`config.mk`:
```
export PLATFORM = sky130hd
export DESIGN_NAME = wb_result_buffer
export DESIGN_NICKNAME = d
export VERILOG_FILES = /design/src/rtl/wb_result_buffer.sv
export SDC_FILE = /design/constraint.sdc
export NUM_CORES = 1
export LEC_CHECK = 0
export ABC_AREA = 1
export CORE_ASPECT_RATIO = 1.25
export CORE_MARGIN = 5
export CORE_UTILIZATION = 51
export DETAILED_ROUTE_END_ITERATION = 16
export PLACE_DENSITY = 0.84
export SLEW_MARGIN = 10
export SYNTH_ARGS = -nofsm -noshare
export SYNTH_HDL_FRONTEND = slang
export SYNTH_SLANG_ARGS = --single-unit
```
`constraint.sdc`:
```
create_clock -name clk -period 2.91 [get_ports clk]
set_clock_uncertainty 0.1 [all_clocks]
set_input_delay 0.7275 -clock clk [delete_from_list [all_inputs] [get_ports clk]]
set_output_delay 0.7275 -clock clk [all_outputs]
set_load 0.005 [all_outputs]
```
`src/rtl/wb_result_buffer.sv`:
```
// wb_result_buffer: in-order result FIFO between a functional unit and its writeback slot
module wb_result_buffer #(
  parameter int DEPTH = 2,
  parameter int DATA_WIDTH = 32,
  parameter int ID_WIDTH = 3
) (
  input  logic                     clk,
  input  logic                     rst,
  input  logic                     flush,
  input  logic                     result_valid,
  input  logic [ID_WIDTH-1:0]      result_id,
  input  logic [DATA_WIDTH-1:0]    result_data,
  output logic                     result_ready,
  output logic                     done,
  output logic [ID_WIDTH-1:0]      id,
  output logic [DATA_WIDTH-1:0]    rd,
  input  logic                     ack,
  output logic [$clog2(DEPTH):0]   occupancy
);
  localparam int aw = $clog2(DEPTH);
  localparam logic [aw:0] full_count = (aw+1)'(DEPTH);
  logic [ID_WIDTH+DATA_WIDTH-1:0] mem [DEPTH];
  logic [aw-1:0] wptr, rptr;
  logic [aw:0] count;
  logic push, pop;
  // ready looks only at the count, so a full buffer never passes a result through on ack
  assign result_ready = count != full_count;
  assign done = count != '0;
  assign occupancy = count;
  assign push = result_valid & result_ready;
  assign pop = ack & done;
  assign {id, rd} = mem[rptr];
  always_ff @(posedge clk)
    if (push) mem[wptr] <= {result_id, result_data};
  always_ff @(posedge clk or negedge rst)
    if (!rst) begin
      wptr <= '0;
      rptr <= '0;
      count <= '0;
    end else if (flush) begin
      wptr <= '0;
      rptr <= '0;
      count <= '0;
    end else begin
      wptr <= wptr + aw'(push);
      rptr <= rptr + aw'(pop);
      count <= count + (aw+1)'(push) - (aw+1)'(pop);
    end
  always_ff @(posedge clk)
    if (rst && ack) ack_needs_head: assert (done) else $error("ack with no valid head");
endmodule

```
### After elaboration in Yosys (flattened, before gate mapping)

Memory sizes are Yosys's and may differ from the RTL's.
Cells that the tools add are included.

| storage, ports and cells | value |
|---|---|
| word-level logic and storage cells | 17 |
| memories kept | 1 |
| output and inout bits | 39 |
| memory bits (writable) | 70 |
| flip-flop bits (word level) | 4 |
| input port bits | 40 |

Memory list:

| name | words | width | read ports | clocked after Yosys merged registers in | write ports | line | source |
|---|---|---|---|---|---|---|---|
| mem | 2 | 35 | 1 | 0 | 1 | 22 | `logic [ID_WIDTH+DATA_WIDTH-1:0] mem [DEPTH];` |

| operators by class | value |
|---|---|
| add/sub/neg operators | 4 |
| multiplexer cells | 5 |
| eq/ne operators | 1 |
| bitwise operators | 2 |
| reduce and logical (&&, ||, !) cells | 1 |

Operator list:

| cell | count |
|---|---|
| $mux W1 | 4 |
| $add A1 B1 Y1 | 2 |
| $add A2 B1 Y2 | 1 |
| $and A1 B1 Y1 | 2 |
| $mux W2 | 1 |
| $ne A2 B2 Y1 const B | 1 |
| $reduce_bool A2 Y1 | 1 |
| $sub A2 B1 Y2 | 1 |

### Depth between registers and ports, before layout

| logic depth | value |
|---|---|
| depth in word-level cells | 5 |
| mapped depth | 9 |
| gate-level depth less buffers | 9 |

### Worst setup path after synthesis

OpenSTA, ideal clock, no wires.

| timing path | value |
|---|---|
| path type | input -> register |
| start point | input result_valid |
| end point | memory mem[1][0] (netlist bit), enable pin |
| slack | 0.660 ns |
| data required time | 2.414 ns |
| path buffers | 0 |
| arrival time | 1.754 ns |
| cell stages on the path | 3 |
| setup time | 0.396 ns |
| cells stage by stage | nand2_1 -> inv_1 -> ha_1 |

| between the ends | value |
|---|---|
| cells in the longest elaborated chain, start to end | 3 |

RTL lines:

| what | line | source |
|---|---|---|
| start: declaration | 10 | `input logic result_valid,` |
| $and A1 B1 Y1 | 30 | `assign push = result_valid & result_ready;` |
| $mux W1 | 34 | `if (push) mem[wptr] <= {result_id, result_data};` |
| $mux W1 (not written as such) | 34 |  |
| end: declaration | 22 |  |

No other way between the ends.

### Worst setup path in the final report

| timing path | value |
|---|---|
| start point | register rptr |
| end point | output id[2] |

| between the ends | value |
|---|---|
| cells in the longest elaborated chain, start to end | 1 |

RTL lines:

| what | line | source |
|---|---|---|
| start: declaration | 23 | `logic [aw-1:0] wptr, rptr;` |
| start signal: assignment | 46 | `rptr <= rptr + aw'(pop);` |
| $mem_v2 Z2 W35 | -- |  |
| end: declaration | 15 | `output logic [ID_WIDTH-1:0] id,` |

No other way between the ends.

==> results_dict.tcl <==
set metrics [dict create \
    r2r_cells 6 \
    path_class "flop to output pin" \
    dr.pass1.iters 3 \
    grt_pass1_wl_um 7790 \
    crit_family "buffers and inverters" \
    n_fill_cell 353 \
    cts_setup_buffers 0 \
    multi_input_area_um2 621.8 \
    cts_tree "done" \
    cts-root-buf "clkbuf_8" \
    synth.distinct_cells 12 \
    cts_max_level 3 \
    worstPathRequired_ns 2.08 \
    drv_cap 0 \
    slew_headroom_pct 80.93 \
    register_area_um2 2203 \
    hold_path.class "input pin to asynchronous set/reset pin" \
    path_buf_inv 2 \
    ant_nets 0 \
    numPortBuffers 78 \
    cts_buffers 9 \
    postCtsHoldBufs 0 \
    syn_avg_cell_area_um2 20.45 \
    slowest_delay_ns 0.46 \
    tns_ns 0 \
    p_leak_uw 0.001464 \
    core-area_um2 5518 \
    drive_above_1_share_pct 23.11 \
    finalHoldViolations 0 \
    gp_congestion 0.7543 \
    rr_startpoint "occupancy[0]" \
    wirelength_um 4891 \
    outcome "completed" \
    diodes 0 \
    first_iter_violations 61 \
    dieArea_um2 7357 \
    num_rows 30 \
    ys_seq_area_share_pct 75.31 \
    vias_per_cell 4.848 \
    cts_max_path_buffers 2 \
    cellPowerDensity_nw_per_um2 803.6 \
    fin_crit_sh_pct 88.83 \
    ys_ff_latch 74 \
    dpl.hpwl_um 3519 \
    arrival_ns 1.76 \
    clkSinkCount 74 \
    cp_max_fo 25 \
    final_area_um2 3961 \
    crit_cells 3 \
    grt-ovfl-total 0 \
    fmax_mhz 386.8 \
    min_period_ns 2.585 \
    yosys_warnings 0 \
    cp-start-kind "flop" \
    worstReg2RegEnd "mem[0][13]" \
    maxSlewViolCount 0 \
    drc 0 \
    grt_pass1_vias 1652 \
    clk-insertion-delay-late_ns 0.33 \
    vias 1464 \
    crit_chain "buf_12 > mux2_2 > clkdlybuf4s50_1" \
    die_h_um 94.66 \
    cp-endpoint "id[2]" \
    syn_area_um2 2924 \
    grt_max_degree 36 \
    syn_nets 187 \
    post_cts_resized 0 \
    crit_slowest_cell "clkdlybuf4s50_1" \
    peakVddDrop_v 0.0006769 \
    area_growth_pct 35.47 \
    num-nets-final 277 \
    grt_usage_pct 14.10 \
    start_util_pct 52.99 \
    rrSetupSlack_ns 1.31 \
    rsz0062_at_grt "no" \
    worstMarginPinSlew_ns 0.2860 \
    clk_pin_slew_ns 0.06 \
    dieWidth_um 77.73 \
    critPathCaptureType "output pin" \
    syn_inst 143 \
    place_area_um2 3782 \
    io_pins 79 \
    setup.worst_path.start "rptr" \
    finalSetupViolCount 0 \
    antenna_found_initial 0 \
    wl_per_cell_um 16.20 \
]
flip-flops by register name, summed over array words and instances (netlist names):
signal,flops
mem,70
occupancy,2
rptr,1
wptr,1
placed cells by master (no fill, tap or decap), types with 3 or more instances in the layout:
cell	n
clkdlybuf4s50_1	78
edfxtp_1	70
mux2_4	28
inv_1	9
clkbuf_8	9
nand2_1	7
mux2_2	7
nor2_1	7
clkbuf_1	4
dfrtp_1	3
buf_4	3
cell families after synthesis:
logic type | after synthesis | synth area share [%]
DFF | 74 | 75.31
and+or+nand+nor | 16 | 2.140
buffers and inverters | 13 | 3.594
adders and majority gates | 4 | 1.712
AOI/OAI and AO/OA | 1 | 0.1710
muxes | 35 | 17.07
routing by layer:
layer  wire, um  vias up  GRT usage, %
met2       2627       44         24.79
li1           -      715             -
met4         92        0         7.307
met1       1892      696         15.61
met3        279        9         3.626
met5          0        -             0
through the flow:
step	power [uW]	hold WS, ns	utilization, %	cells	setup WS (ns)
floorplan	2007	0.3319	-	143	0.6600
global placement	2480	0.5428	68.55	286	0.6756
detailed placement	2501	0.5670	68.55	286	0.6437
CTS	3227	0.4915	71.79	302	0.2984
global route	3352	0.5011	71.79	302	0.2747
finish	3183	0.5033	71.79	302	0.3250
Yosys cell counts:
master | count | share of area [%]
inv_1 | 9 | 1.2
nor2_1 | 7 | 0.90
edfxtp_1 | 70 | 72
mux2_4 | 28 | 14
a21oi_1 | 1 | 0.17
buf_6 | 1 | 0.39
dfrtp_1 | 4 | 3.4
nand2_1 | 7 | 0.90
ha_1 | 4 | 1.7
buf_12 | 3 | 2.1
nand3_1 | 2 | 0.34
mux2_2 | 7 | 2.7
how the worst min path moves through the flow:
stage	cells after the start	end	slack (ns)	from
2_1_floorplan	0	occupancy[0]	0.33	rst
3_3_place_gp	3	wptr	0.54	wptr
3_5_place_dp	3	wptr	0.57	wptr
4_1_cts	1	occupancy[1]	0.49	rst
5_1_grt	1	occupancy[1]	0.50	rst
6_report	1	occupancy[1]	0.50	rst
cell type report:
class / instances / share of cell area [%]
inverter: 9 / 0.8528
clock inverter: 3 / 1.011
clock buffer: 13 / 3.506
timing repair buffer: 83 / 21.29
tap: 64 / 2.021
sequential: 74 / 55.62
multi-input combinational: 56 / 15.70
worst reg2reg max path, delay by kind of cell, from the launching register on:
family	cells	cell delay [ns]
buf+inv	3	0.44
simple gates	2	0.16
flops	1	0.39
fa+ha+maj	1	0.18
power by group:
part / internal, uW / switching [uW]
Sequential: 1380 / 56.8
Combinational: 646 / 380
Clock: 395 / 327
Total: 2420 / 764
No activity file was read; power rests on OpenSTA's default activity.
